[src/rtl/delay_sum_tx_pkg.sv]
// Shared types and width helpers for the delay-and-sum transmitter.
package delay_sum_tx_pkg;

  typedef enum logic [2:0] {
    StIdle,
    StDly,
    StSmp,
    StAcc,
    StTx,
    StFin
  } state_e;

  // Address/index width, never zero so single-entry tables still get a 1-bit port.
  function automatic int unsigned clog2_w(input int unsigned n);
    return (n > 1) ? $clog2(n) : 1;
  endfunction

  function automatic int unsigned sum_width(input int unsigned smp_w, input int unsigned n_ch);
    return smp_w + ((n_ch > 1) ? $clog2(n_ch) : 0);
  endfunction

  function automatic int unsigned nb_bytes(input int unsigned sum_w);
    return (sum_w + 7) / 8;
  endfunction

endpackage

[src/rtl/delay_sum_tx_byte_serializer.sv]
// NB-byte MSB-first shifter; strobes one byte per ready cycle with a mandatory idle cycle after
// each strobe so the transmitter has time to drop its ready.
module delay_sum_tx_byte_serializer
  import delay_sum_tx_pkg::*;
#(
  parameter int unsigned NB = 5
) (
  input  logic            clk_i,
  input  logic            rst_i,
  input  logic            load_i,
  input  logic [NB*8-1:0] data_i,
  input  logic            active_i,
  input  logic            tx_rdy_i,
  output logic            tx_en_o,
  output logic [7:0]      tx_data_o,
  output logic            last_o
);

  localparam int unsigned BW = clog2_w(NB);

  logic [NB*8-1:0] sh_q, sh_d;
  logic [BW-1:0]   b_q, b_d;
  logic            gap_q, gap_d;

  always_comb begin
    tx_en_o   = active_i && tx_rdy_i && !gap_q;
    tx_data_o = tx_en_o ? sh_q[NB*8-1 -: 8] : 8'h00;
    last_o    = tx_en_o && (b_q == BW'(NB - 1));
    sh_d      = sh_q;
    b_d       = b_q;
    gap_d     = tx_en_o;
    if (load_i) begin
      sh_d = data_i;
      b_d  = '0;
    end else if (tx_en_o) begin
      sh_d = sh_q << 8;
      b_d  = b_q + 1'b1;
    end
  end

  always_ff @(posedge clk_i or posedge rst_i) begin
    if (rst_i) begin
      sh_q  <= '0;
      b_q   <= '0;
      gap_q <= 1'b0;
    end else begin
      sh_q  <= sh_d;
      b_q   <= b_d;
      gap_q <= gap_d;
    end
  end

endmodule

[src/rtl/delay_sum_tx.sv]
// Delay-and-sum frame engine: for each output, fetches N_CH delayed samples through the delay
// table, accumulates them and ships the sum MSB-first over a byte-wide handshake.
module delay_sum_tx
  import delay_sum_tx_pkg::*;
#(
  parameter int unsigned N_CH  = 8,
  parameter int unsigned N_OUT = 768,
  parameter int unsigned SMP_W = 32,
  parameter int unsigned AW    = 13
) (
  input  logic                              clk,
  input  logic                              reset,
  input  logic                              start,
  input  logic                              abort,
  input  logic                              signed_mode,
  output logic                              dly_rd_en,
  output logic [clog2_w(N_CH*N_OUT)-1:0]    dly_rd_addr,
  input  logic [AW-1:0]                     dly_rd_data,
  output logic                              smp_rd_en,
  output logic [AW-1:0]                     smp_rd_addr,
  input  logic [SMP_W-1:0]                  smp_rd_data,
  output logic [7:0]                        tx_data,
  output logic                              tx_en,
  input  logic                              tx_rdy,
  output logic                              busy,
  output logic                              done,
  output logic [clog2_w(N_OUT)-1:0]         out_idx
);

  localparam int unsigned DAW   = clog2_w(N_CH * N_OUT);
  localparam int unsigned OW    = clog2_w(N_OUT);
  localparam int unsigned CW    = clog2_w(N_CH);
  localparam int unsigned SUM_W = sum_width(SMP_W, N_CH);
  localparam int unsigned NB    = nb_bytes(SUM_W);
  localparam int unsigned EXT_W = NB * 8;

  state_e            state_q, state_d;
  logic [CW-1:0]     c_q, c_d;
  logic [OW-1:0]     t_q, t_d;
  logic [SUM_W-1:0]  acc_q, acc_d;
  logic              sm_q, sm_d;

  logic [SUM_W-1:0]  smp_ext;
  logic [SUM_W-1:0]  acc_sum;
  logic [EXT_W-1:0]  acc_ext;
  logic              ser_load;
  logic              ser_last;

  // Datapath: extend the incoming sample, add, then widen the sum to whole bytes.
  always_comb begin
    if (sm_q) begin
      smp_ext = SUM_W'($signed(smp_rd_data));
    end else begin
      smp_ext = SUM_W'(smp_rd_data);
    end
    acc_sum = acc_q + smp_ext;
    if (sm_q) begin
      acc_ext = EXT_W'($signed(acc_sum));
    end else begin
      acc_ext = EXT_W'(acc_sum);
    end
  end

  always_comb begin
    state_d  = state_q;
    c_d      = c_q;
    t_d      = t_q;
    acc_d    = acc_q;
    sm_d     = sm_q;
    ser_load = 1'b0;
    if (abort) begin
      state_d = StIdle;
    end else begin
      unique case (state_q)
        StIdle: begin
          if (start) begin
            sm_d    = signed_mode;
            t_d     = '0;
            c_d     = '0;
            acc_d   = '0;
            state_d = StDly;
          end
        end
        StDly: state_d = StSmp;
        StSmp: state_d = StAcc;
        StAcc: begin
          acc_d = acc_sum;
          if (c_q != CW'(N_CH - 1)) begin
            c_d     = c_q + 1'b1;
            state_d = StDly;
          end else begin
            ser_load = 1'b1;
            state_d  = StTx;
          end
        end
        StTx: begin
          if (ser_last) begin
            if (t_q != OW'(N_OUT - 1)) begin
              t_d     = t_q + 1'b1;
              c_d     = '0;
              acc_d   = '0;
              state_d = StDly;
            end else begin
              state_d = StFin;
            end
          end
        end
        StFin:   state_d = StIdle;
        default: state_d = StIdle;
      endcase
    end
  end

  // Outputs decode from registered state so reset clears them without a clock.
  always_comb begin
    dly_rd_en   = (state_q == StDly);
    dly_rd_addr = dly_rd_en ? (DAW'(c_q) * DAW'(N_OUT) + DAW'(t_q)) : '0;
    smp_rd_en   = (state_q == StSmp);
    smp_rd_addr = smp_rd_en ? dly_rd_data : '0;
    busy        = (state_q != StIdle);
    done        = (state_q == StFin);
    out_idx     = t_q;
  end

  delay_sum_tx_byte_serializer #(
    .NB (NB)
  ) u_ser (
    .clk_i     (clk),
    .rst_i     (reset),
    .load_i    (ser_load),
    .data_i    (acc_ext),
    .active_i  (state_q == StTx),
    .tx_rdy_i  (tx_rdy),
    .tx_en_o   (tx_en),
    .tx_data_o (tx_data),
    .last_o    (ser_last)
  );

  always_ff @(posedge clk or posedge reset) begin
    if (reset) begin
      state_q <= StIdle;
      c_q     <= '0;
      t_q     <= '0;
      acc_q   <= '0;
      sm_q    <= 1'b0;
    end else begin
      state_q <= state_d;
      c_q     <= c_d;
      t_q     <= t_d;
      acc_q   <= acc_d;
      sm_q    <= sm_d;
    end
  end

endmodule

[config.mk]
export PLATFORM = sky130hd
export DESIGN_NAME = delay_sum_tx
export DESIGN_NICKNAME = d
export VERILOG_FILES = /design/src/rtl/delay_sum_tx_pkg.sv /design/src/rtl/delay_sum_tx_byte_serializer.sv /design/src/rtl/delay_sum_tx.sv
export SDC_FILE = /design/constraint.sdc
export NUM_CORES = 1
export LEC_CHECK = 0
export ABC_AREA = 1
export CAP_MARGIN = 20
export CORE_ASPECT_RATIO = 1.5
export CORE_MARGIN = 1.5
export CORE_UTILIZATION = 51
export CTS_BUF_LIST = sky130_fd_sc_hd__clkbuf_8
export DETAILED_ROUTE_END_ITERATION = 12
export PLACE_DENSITY = 0.79
export SYNTH_ARGS = -nofsm -noshare
export SYNTH_HDL_FRONTEND = slang
export SYNTH_SLANG_ARGS = --single-unit
[constraint.sdc]
create_clock -name clk -period 2.6 [get_ports clk]
set_input_delay 0.26 -clock clk [delete_from_list [all_inputs] [get_ports clk]]
set_output_delay 0.26 -clock clk [all_outputs]
set_load 0.01 [all_outputs]
; After elaboration in Yosys (flattened, before gate mapping)
; Index checks and enable logic that the tools add are counted.
[totals]
register_bits = 96
output_inout_bits = 49
word_cells = 74
[classes]
addsub = 5
mul = 1
n_eq_ne = 14
muxes = 31
bitwise = 1
n_reduce_logical = 14
[ops]
columns = cell, n
row1 = 35-bit two-way mux, 4
row2 = 40-bit two-way mux, 3
row3 = 35-bit case mux with 3 select lines, 1
row4 = 35-bit adder, 1
row5 = 3-bit two-way mux, 11
row6 = 10-bit two-way mux, 3
row7 = 13-bit two-way mux, 2
row8 = 10-bit case mux with 2 select lines, 1
row9 = 3-bit case mux with 5 select lines, 1
row10 = 13-bit by 10-bit adder with 13-bit output, 1
row11 = 10-bit by 1-bit adder with 10-bit output (second input constant), 1
row12 = 10-bit inequality test (second input constant), 1
row13 = 5-bit AND reduction, 2
row14 = 3-bit equality test (second input constant), 3
row15 = 3-bit inequality test (second input constant), 3
row16 = 3-bit case mux with 3 select lines, 1
row17 = 8-bit two-way mux, 1
row18 = 2-bit inequality test (second input constant), 4
row19 = 3-bit by 1-bit adder with 3-bit output (second input constant), 2
row20 = 3-bit by 2-bit equality test with 1-bit output (second input constant), 2
row21 = 6-bit AND reduction, 1
row22 = 3-bit nonzero test, 2
row23 = 3-bit by 2-bit multiplier with 5-bit output (second input constant), 1
row24 = 2-bit nonzero test, 2
row25 = 8 further kinds, 12

; Logic depth before layout (Yosys ltp)
; Gate-level depths: netlist (run 1).
[depth]
ltp_word = 7
depth_mapped = 14
ltp_nobuf = 14

; By module
; A second synthesis (run 1) with hierarchy kept.
[hier_totals]
cells_unflattened = 1141
hier_area_um2 = 7379.6
[modules_own_cells]
columns = mod, instances, cells_each, area_per_inst_um2, seq_area_each_um2
row1 = delay_sum_tx, 1, 826, 5112.4, 1301.2
row2 = delay_sum_tx_byte_serializer, 1, 315, 2267.2, 1101.1

; Least setup slack after synthesis (run 1)
; Ideal clock, no wire load.
[synth_path]
kind = register to register
startpoint = register acc_q[0]
endpoint = register u_ser.sh_q[30]
setup_time_ps = 124
arrival_time_ps = 1837
path_slack_ps = 639
path_stages_with_launch = 10
n_path_buf = 0
path_cell_list = dfrtp_1 > ha_1 > fa_1 > nand3_1 > nand3_1 > a21oi_1 > nand2b_1 > nand3b_1 > nand3_1 > nand3_1
[synth_via]
elab_chain_len = 3
[synth_rtl]
columns = element, line_no
row1 = from (decl), delay_sum_tx.sv:40  ; logic [SUM_W-1:0] acc_q, acc_d;
row2 = from (signal assigned), delay_sum_tx.sv:144  ; acc_q <= '0;
row3 = from (signal assigned), delay_sum_tx.sv:150  ; acc_q <= acc_d;
row4 = 35-bit adder, delay_sum_tx.sv:56  ; acc_sum = acc_q + smp_ext;
row5 = 40-bit two-way mux, delay_sum_tx.sv:57  ; if (sm_q) begin
row6 = 40-bit two-way mux, delay_sum_tx_byte_serializer.sv:32  ; if (load_i) begin
row7 = to (signal assigned), delay_sum_tx_byte_serializer.sv:43  ; sh_q <= '0;
row8 = to (signal assigned), delay_sum_tx_byte_serializer.sv:47  ; sh_q <= sh_d;
row9 = to (decl), delay_sum_tx_byte_serializer.sv:21  ; logic [NB*8-1:0] sh_q, sh_d;
; No other way between the ends.
; A chain may end at the register's enable or synchronous reset.

; Worst setup path in the final report (run 1)
[layout_path]
startpoint = register c_q[0]
endpoint = output port dly_rd_addr[12]
[layout_via]
elab_chain_len = 3
[layout_rtl]
columns = element, line_no
row1 = from (decl), delay_sum_tx.sv:38  ; logic [CW-1:0] c_q, c_d;
row2 = from (signal assigned), delay_sum_tx.sv:142  ; c_q <= '0;
row3 = from (signal assigned), delay_sum_tx.sv:148  ; c_q <= c_d;
row4 = 3-bit by 2-bit multiplier with 5-bit output, delay_sum_tx.sv:117  ; dly_rd_addr = dly_rd_en ? (DAW'(c_q) * DAW'(N_OUT) + DAW'(t_q)) : '0;
row5 = 13-bit by 10-bit adder with 13-bit output, delay_sum_tx.sv:117
row6 = 13-bit two-way mux, delay_sum_tx.sv:117
row7 = to (decl), delay_sum_tx.sv:17  ; output logic [clog2_w(N_CH*N_OUT)-1:0] dly_rd_addr,
; No other way between the ends.

==> impl_results.md, run 1 <==
* Power, Total at 3.861 mW
* First-pass DRT Iterations at 5
* Slew of the pin with the lowest slew margin at 0.6210 ns
* Clock Skew at 0.01201 ns
* Status: complete, no violations
* Clock transition at the registers of the reported paths at 0.09 ns
* Critical Path RT at 2.34 ns
* Crit end category: primary output
* Vias/cell at 5.506
* Post-synth ARST share at 100.0%
* FMAX at 399.6 MHz
* H-Tree Depth at 3
* Hold buffers post-CTS at 0
* Largest net degree at the start of global routing at 73
* Critical path class: reg -> out
* GR Overflow Total at 0
* Placer's final routability congestion estimate at 0.9859
* Final setup vio count at 0
* DRC errors left at 0
* Hold Slack at 0.3284 ns
* Synth-to-layout area growth at 22.14%
* Die X at 96.68 µm
* Syn_nets at 1029
* Seq/Total Area, Yosys at 35.78%
* Antenna-violating nets left at 0
* # diodes at 0
* Cell Area, Synth at 0.006714 mm²
* Vias at 6668
* Type of the worst min-delay path: in -> async
* Critical Path AT at 2.24 ns
* Later-pin clock latency in the skew report at 0.39 ns
* Synth Register Bits at 96
* Leakage at 4.219 nW
* Min Tclk post-route at 2.503 ns
* Avg Cell Area, Syn at 7.204 µm²
* EDFF count, synth at 0
* Maxcap violations at 0
* Clock sink count at 96
* Post-synth top flop: dfrtp_1
* Maximum vdd drop at 0.2563 mV
* Tcrit/Tclk final at 96.25%
* First-pass GRT wire length at 31080 µm
* Post-route insts no fill at 1211
* Clk buf depth at 2
* Starting DRC count in detailed routing at 410
* I/O pins at 100
* Num CTS Buffers at 9
* Routed wire length at 18900 µm
* Hpwl dp at 14820 µm
* Synth warnings at 0
* IO buf count at 99
* Total track usage at 27.99%
* RSZ-0062 raised after global routing: false
* Slew headroom at 58.44%
* Std cell rows at 51
* DR WL/cell at 15.61 µm
* Unique masters post-synth at 51
* Root Driver: clkbuf_8
* Startpoint Class: register
* Gate Count Post-Synth at 932
* Layout net count at 1144
* CTS tree: done
* Hold Fails Final Rpt at 0
* Pwr Density at 470.9 mW/mm²
* Die H at 143.5 µm
* Cell Count Post-Placement at 1194
* Initial antenna violation count at 0
* Core area at 0.01289 mm²
* Max FO, Critical Path at 3
* Die Footprint at 0.01388 mm²
* Number of global-route vias before repair at 6615
* Layout cells sized above 1 at 6.464%
* Slew Viols, Final at 0
* Initial core utilization at 52.09%
* Setup TNS at 0 ns
[final cells by class]
| cell class | instances | area [µm²] |
|---|---|---|
| clock buffer | 9 | 123.9 |
| tap | 159 | 198.9 |
| fill | 1191 | 4690 |
| multi-input combinational | 690 | 3721 |
| inverter | 127 | 493.0 |
| clock inverter | 7 | 78.83 |
| timing repair buffer | 123 | 1182 |
| sequential | 96 | 2402 |
[worst paths after layout]
kind	from	end	slack (ns)	cells past startpoint
setup / recovery	c_q[0]	dly_rd_addr[12]	0.1	7
hold / removal	reset	acc_q[1]	0.33	3
setup reg to reg	out_idx[0]	acc_q[0]	0.29	10
hold reg to reg	acc_q[11]	acc_q[11]	0.49	2
max in group asynchronous	reset	u_ser.sh_q[29]	1.96	3
min in group clk	signed_mode	sm_q	0.45	3
[cell usage after synthesis (all sizes together) (3+ instances only)]
library cell / n / area, µm²
nand2: 260 / 1003
inv: 127 / 484.2
nor2: 104 / 412.9
dfrtp: 96 / 2402
nand3: 83 / 420.4
a21oi: 51 / 255.2
o21ai: 45 / 240.2
ha: 43 / 538.0
xor2: 18 / 157.7
buf: 14 / 102.6
o22ai: 12 / 75.07
nor3: 11 / 66.32
o211ai: 8 / 60.06
a22o: 6 / 52.55
xnor2: 6 / 52.55
a21o: 5 / 37.54
clkbuf: 5 / 18.77
nand4: 5 / 46.29
nor4: 4 / 25.02
o21bai: 4 / 30.03
fa: 3 / 60.06
o31ai: 3 / 22.52
[cells by family after synthesis]
kind of cell | Yosys count | share of synthesized area (%)
AOI/OAI and AO/OA | 144 | 12.78
DFF | 96 | 35.78
xor gates and xnor gates | 24 | 3.131
and+or+nand+nor | 475 | 30.23
buffers and inverters | 146 | 9.020
muxes | 1 | 0.1491
adders and majority gates | 46 | 8.908
[per-stage QoR]
stage / cell area (µm²) / util (%) / setup WS [ns]
5_1_grt: 8200 / 63.62 / 0.02165
6_report: 8200 / 63.62 / 0.09741
4_1_cts: 8180 / 63.46 / 0.02390
3_5_place_dp: 7971 / 61.84 / 0.03298
3_3_place_gp: 7971 / 61.84 / 0.08186
2_1_floorplan: 6718 / - / 0.6389
[timing repair]
| action | 4_1_cts | 5_1_grt |
|---|---|---|
| setup endpoints to repair | 16 | 29 |
| buffers inserted | 1 | 0 |
| resized for setup | 5 | 6 |
| pin swaps | 0 | 0 |
[registers in the layout (all words and copies together), names as in the netlist]
register and count:
acc_q 35, c_q 3, out_idx 10, sm_q 1, state_q 3, u_ser.b_q 3, u_ser.gap_q 1, u_ser.sh_q 40
[placed cells by master (no fill, tap or decap), types with 3 or more instances in the layout]
cell type / instances
a21o_1: 5
a21oi_1: 51
a22o_1: 6
buf_4: 23
clkbuf_8: 9
clkdlybuf4s50_1: 95
clkinvlp_4: 3
dfrtp_1: 96
dlygate4sd2_1: 3
fa_1: 3
ha_1: 43
inv_1: 118
inv_2: 4
inv_4: 3
nand2_1: 255
nand2_4: 4
nand3_1: 82
nand4_1: 4
nor2_1: 99
nor2_2: 3
nor3_1: 8
nor4_1: 4
o211ai_1: 8
o21ai_0: 37
o21ai_1: 6
o21bai_1: 4
o22ai_1: 12
o31ai_1: 3
xnor2_1: 6
xor2_1: 18
[layer usage]
| metal | up-vias | track usage [%] | share of wire (%) |
|---|---|---|---|
| met1 | 3121 | 32.24 | 39 |
| met4 | 0 | 15.64 | 4.5 |
| li1 | 3252 | - | - |
| met3 | 68 | 3.453 | 4.0 |
| met2 | 227 | 50.35 | 52 |
| met5 | - | 0 | 0 |
[where the power goes]
part	switching, mW	internal, mW
clock network	0.592	0.455
registers	0.0752	1.60
logic	0.698	0.441
[critical path, stage by stage (launching register included)]
cell and delay [ns]:
dfrtp_1 0.42, ha_1 0.31, inv_1 0.07, fa_1 0.43, nor2_1 0.15, o21ai_0 0.09
a21oi_1 0.11, dlygate4sd2_1 0.28
No activity file was read; power rests on OpenSTA's default activity.
==> run 2: changes to the inputs <==
CTS_CLUSTER_SIZE = 16   (was not set)
RECOVER_POWER = 50   (was not set)
==> impl_results.md, run 2 (synthesis results as in run 1) <==
* Type of the worst min-delay path: in -> reg
* Initial antenna violation count at 0 (unchanged)
* Setup TNS at 0 ns (unchanged)
* Layout cells sized above 1 at 6.084% (-0.38 points)
* Critical Path RT at 2.34 ns (about the same)
* Maxcap violations at 1 (+1)
* Clk buf depth at 2 (unchanged)
* Crit end category: primary output
* Power, Total at 3.843 mW (-0.47%)
* Critical path capture point: dly_rd_addr[12]
* Antenna-violating nets left at 0 (unchanged)
* FF-to-FF End: u_ser.sh_q[15]
* Slew headroom at -17.28% (-76 points)
* Slowest stage cell on the critical path: fa_1
* Crit path cell chain: ha_1 -> inv_1 -> fa_1 -> nor2_1 -> o21ai_0 -> a21oi_1 -> dlygate4sd2_1
* Later-pin clock latency in the skew report at 0.39 ns (about the same)
* Layout net count at 1144 (unchanged)
* Die H at 143.5 µm (unchanged)
* # diodes at 0 (unchanged)
* Hpwl dp at 14820 µm (unchanged)
* Total track usage at 27.99% (unchanged)
* Slew of the pin with the lowest slew margin at 1.759 ns (+1.138 ns)
* Violated checks: max-capacitance violations, max-slew violations
* Die Footprint at 0.01388 mm² (unchanged)
* Most frequent cells in the layout: nand2_1, inv_1, nor2_1
* DR WL/cell at 15.60 µm (about the same)
* Largest net degree at the start of global routing at 73 (unchanged)
* FMAX at 400.5 MHz (+0.22%)
* Core area at 0.01289 mm² (unchanged)
* Maximum vdd drop at 0.2563 mV (about the same)
* Multi-input gate area at 0.003705 mm² (-0.44%)
* Buffer and inverter count on the worst path at 2 (unchanged)
* Starting DRC count in detailed routing at 359 (-12%)
* DRC errors left at 0 (unchanged)
* Reg2reg path depth at 7 (-3)
* Vias at 6639 (-0.43%)
* Min Tclk post-route at 2.497 ns (-0.005597 ns)
* Initial core utilization at 52.09% (unchanged)
* Largest Register: u_ser.sh_q
* Slew Viols, Final at 73 (+73)
* Reg-to-reg critical path startpoint: state_q[2]
* RSZ-0062 raised after global routing: false
* Number of global-route vias before repair at 6615 (unchanged)
* Fill count at 1196 (+0.42%)
* Hold Fails Final Rpt at 0 (unchanged)
* Critical path class: reg -> out
* Placer's final routability congestion estimate at 0.9859 (unchanged)
* Most common cell after layout, fill and taps aside: nand2_1
* CP top delay family: adder cells
* H-Tree Depth at 3 (unchanged)
* IO buf count at 99 (unchanged)
* Status: complete, but fails checks
* CTS tree: done
* First-pass DRT Iterations at 5 (unchanged)
* WP depth at 7 (unchanged)
* Util after Layout at 63.33% (-0.29 points)
* Tcrit/Tclk final at 96.04% (-0.22 points)
* Final setup vio count at 0 (unchanged)
* Finished Cell Area at 0.008163 mm² (-0.46%)
* First-pass GRT wire length at 31080 µm (unchanged)
* Num CTS Buffers at 9 (unchanged)
* Die X at 96.68 µm (unchanged)
* Critical Path AT at 2.24 ns (about the same)
* Root Driver: clkbuf_8
* Vias/cell at 5.482 (-0.43%)
* Synth-to-layout area growth at 21.58%
* Critical path startpoint: c_q[0]
* Clock Skew at 0.01543 ns (+0.003418 ns)
* Leakage at 4.244 nW (+0.59%)
* Clock sink count at 96 (unchanged)
* Register-to-register setup slack at 0.19 ns (-0.10 ns)
* Pwr Density at 470.8 mW/mm² (about the same)
* I/O pins at 100 (unchanged)
* GR Overflow Total at 0 (unchanged)
* Max FO, Critical Path at 3 (unchanged)
* Std cell rows at 51 (unchanged)
* DP Area at 0.007971 mm² (unchanged)
* CP max stage delay at 0.43 ns (about the same)
* Routed wire length at 18890 µm (about the same)
* Storage element area at 0.002402 mm² (unchanged)
* Startpoint Class: register
* Clock transition at the registers of the reported paths at 0.10 ns (about the same)
* Hold buffers post-CTS at 0 (unchanged)
* Largest register FFs at 40 (unchanged)
[run 2: power breakdown]
group / total [mW] / internal, mW / switching, mW
combinational: 1.13 / 0.434 / 0.692
sequential: 1.67 / 1.60 / 0.0747
clock: 1.04 / 0.455 / 0.587
[run 2: stage by stage]
stage               std cells  setup WS [ns]  hold slack, ns
floorplan                 932         0.6389          0.3231
global placement         1194        0.08186          0.4660
detailed placement       1194        0.03298          0.4742
CTS                      1211        0.02390          0.3469
global route             1211        0.02169          0.4539
finish                   1211         0.1030          0.4504
[run 2: repair_timing]
item	in CTS	in global routing
endpoints found under the setup margin	16	29
pin swaps	0	0
setup buffers	1	0
endpoints found under the hold margin	0	0
gates cloned	0	0
gates resized for setup	5	6
[run 2: layout make-up]
type,count,area share [%]
clock buffers,9,1.517
clock inverters,7,0.9657
inverters,127,6.009
multi-input cells,690,45.39
flip-flops and latches,96,29.43
well taps,159,2.437
repair buffers,123,14.26
[run 2: worst min-delay path by stage]
stage,from,to,slack (ns),cells after the start
2_1_floorplan,abort,state_q[1],0.32,1
5_1_grt,signed_mode,sm_q,0.45,3
4_1_cts,reset,acc_q[6],0.35,3
6_report,signed_mode,sm_q,0.45,3
3_3_place_gp,acc_q[25],acc_q[25],0.47,2
3_5_place_dp,acc_q[12],acc_q[12],0.47,2
[run 2: worst min-delay path, cell delays in order]
cell	delay, ns
clkdlybuf4s50_1	0.43
nand2_1	0.08
nand2_1	0.05
[run 2: metal layers]
layer	share of wire, %	GRT usage, %	vias to the layer above
met5	0	0	-
met4	4.6	15.64	0
met3	4.0	3.453	68
met2	52	50.35	232
met1	39	32.24	3082
li1	-	-	3257
==> run 3: changes to the inputs <==
CORE_UTILIZATION = 40   (was 51)
DONT_BUFFER_PORTS = 1   (was not set)
PLACE_DENSITY = not set   (was 0.79)
==> impl_results.md, run 3 (synthesis results as in run 1) <==
* Largest register FFs at 40 (unchanged)
* Largest Register: u_ser.sh_q
* DRC errors left at 0 (unchanged)
* Starting DRC count in detailed routing at 290 (-19%)
* Fill count at 1693 (+42%)
* Hold Slack at 0.03213 ns (-0.4183 ns)
* I/O pins at 100 (unchanged)
* Max FO, Critical Path at 4 (+1)
* Tcrit/Tclk final at 93.85% (-2.2 points)
* Root Driver: clkbuf_8
* Final setup vio count at 0 (unchanged)
* Num CTS Buffers at 9 (unchanged)
* Vias at 6050 (-8.9%)
* CTS tree: done
* Antenna-violating nets left at 0 (unchanged)
* Vias/cell at 5.270 (-3.9%)
* Critical path class: reg -> out
* RSZ-0062 raised after global routing: false
* Die Footprint at 0.01759 mm² (+27%)
* Most common cell after layout, fill and taps aside: nand2_1
* Hpwl dp at 14910 µm (+0.63%)
* Register-to-register setup slack at 0.20 ns (about the same)
* Clock transition at the registers of the reported paths at 0.11 ns (about the same)
* Critical Path AT at 2.18 ns (-0.06 ns)
* Seq pwr share at 45.8% (+2.2 points)
* DP Area at 0.006969 mm² (-13%)
* Critical Path RT at 2.34 ns (about the same)
* Status: complete, no violations
* Crit end category: primary output
* FMAX at 409.8 MHz (+2.3%)
* GR Overflow Total at 0 (unchanged)
* First-pass DRT Iterations at 5 (unchanged)
* Most frequent cells in the layout: nand2_1, inv_1, nor2_1
* Min Tclk post-route at 2.440 ns (-0.05686 ns)
* Maxcap violations at 0 (-1)
* Slew Viols, Final at 0 (-100%)
* Maximum vdd drop at 0.2349 mV (-8.3%)
* IO buf count at 0 (-100%)
* Startpoint Class: register
* Initial antenna violation count at 0 (unchanged)
* Die H at 161.7 µm (+13%)
* Finished Cell Area at 0.007129 mm² (-13%)
* Gate power share at 27.0% (-2.3 points)
* Leakage at 3.730 nW (-12%)
* Clock Skew at 0.01482 ns (-0.0006116 ns)
* Slew headroom at 11.98% (+29 points)
* Clock network fraction of total power at 27.2% (about the same)
* Switching share of power at 37.29% (+2.1 points)
* Clock sink count at 96 (unchanged)
* Clk buf depth at 2 (unchanged)
* Setup TNS at 0 ns (unchanged)
* Initial core utilization at 41.11% (-11 points)
* Std cell rows at 57 (+12%)
* Layout net count at 1034 (-9.6%)
* Die X at 108.8 µm (+13%)
* Type of the worst min-delay path: in -> reg
* Routed wire length at 18810 µm (-0.47%)
* Int Pwr at 2.277 mW (-8.5%)
* Hold Fails Final Rpt at 0 (unchanged)
* Synth-to-layout area growth at 6.187%
* Number of global-route vias before repair at 6040 (-8.7%)
* Total track usage at 22.57% (-5.4 points)
* # diodes at 0 (unchanged)
* H-Tree Depth at 3 (unchanged)
* Layout cells sized above 1 at 4.777% (-1.3 points)
* DR WL/cell at 16.38 µm (+5.0%)
* Largest net degree at the start of global routing at 53 (-27%)
* Pwr Density at 509.4 mW/mm² (+8.2%)
* Slew of the pin with the lowest slew margin at 1.313 ns (-0.4461 ns)
* Later-pin clock latency in the skew report at 0.39 ns (about the same)
* Switching power at 1.354 mW (about the same)
* Placer's final routability congestion estimate at 0.9335 (-5.3%)
* First-pass GRT wire length at 30350 µm (-2.4%)
* Core area at 0.01633 mm² (+27%)
## run 3: cell types whose count changed in the layout (fill, tap and decap cells not counted), sizes merged, moves of 2 or more
| cell | change |
|---|---|
| clkdlybuf4s50 | -84 |
| inv | +2 |
| dlygate4sd2 | -3 |
| clkbuf | +3 |
| dlygate4sd3 | -9 |
| buf | -16 |
## run 3: critical path: stages, from the launching register on
cell and delay [ns]:
dfrtp_1 0.44, ha_1 0.32, inv_1 0.08, fa_1 0.42, nor2_1 0.15, o21ai_0 0.10
a21oi_1 0.27
## run 3: power by group through the flow
| stage | Combinational [mW] | Sequential (mW) | Clock [mW] |
|---|---|---|---|
| after global placement | 0.967 | 1.69 | 0 |
| after detailed placement | 0.990 | 1.69 | 0 |
| after global routing | 1.11 | 1.68 | 1.06 |
| final | 0.980 | 1.66 | 0.988 |
| after floorplan | 0.737 | 1.68 | 0 |
| after CTS | 1.00 | 1.66 | 1.02 |
## run 3: routing by layer
layer  GRT usage, %  routed length, µm
met1          25.75               7656
met2          40.62               9687
met3          3.090                762
met4          10.94                699
met5              0                  0
## run 3: through the flow
step | cells | worst slack (ns) | utilization [%] | power (mW)
after global routing | 1148 | 0.009562 | 43.65 | 3.849
after detailed placement | 1130 | 0.2328 | 42.67 | 2.685
after CTS | 1148 | 0.1312 | 43.93 | 3.685
after global placement | 1129 | 0.2350 | 42.50 | 2.659
final | 1148 | 0.1599 | 43.65 | 3.631
after floorplan | 932 | 0.6389 | - | 2.419
## run 3: cell type report
| cell class | instances | area, µm² | area share, % |
|---|---|---|---|
| Inverter | 127 | 485.5 | 6.809 |
| Timing Repair Buffer | 13 | 107.6 | 1.509 |
| Multi-Input combinational cell | 690 | 3691 | 51.77 |
| Clock inverter | 7 | 61.31 | 0.8600 |
| Sequential cell | 96 | 2402 | 33.70 |
| Clock buffer | 9 | 123.9 | 1.737 |
| Tap cell | 206 | 257.7 | 3.615 |
## run 3: path summary, 6_finish.rpt
path / from / end / cells past startpoint
max: c_q[1] / dly_rd_addr[12] / 6
min: signed_mode / sm_q / 2
max reg2reg: acc_q[0] / u_ser.sh_q[35] / 11
min reg2reg: acc_q[24] / acc_q[24] / 2
max in group asynchronous: reset / acc_q[21] / 3
min in group asynchronous: reset / u_ser.sh_q[2] / 2
## run 3: timing repair
action / in CTS / in global routing
endpoints found under the setup margin: 0 / 1
hold buffers: 2 / 0
resized for setup: 0 / 1
endpoints found under the hold margin: 29 / 0
buffers inserted: 0 / 0
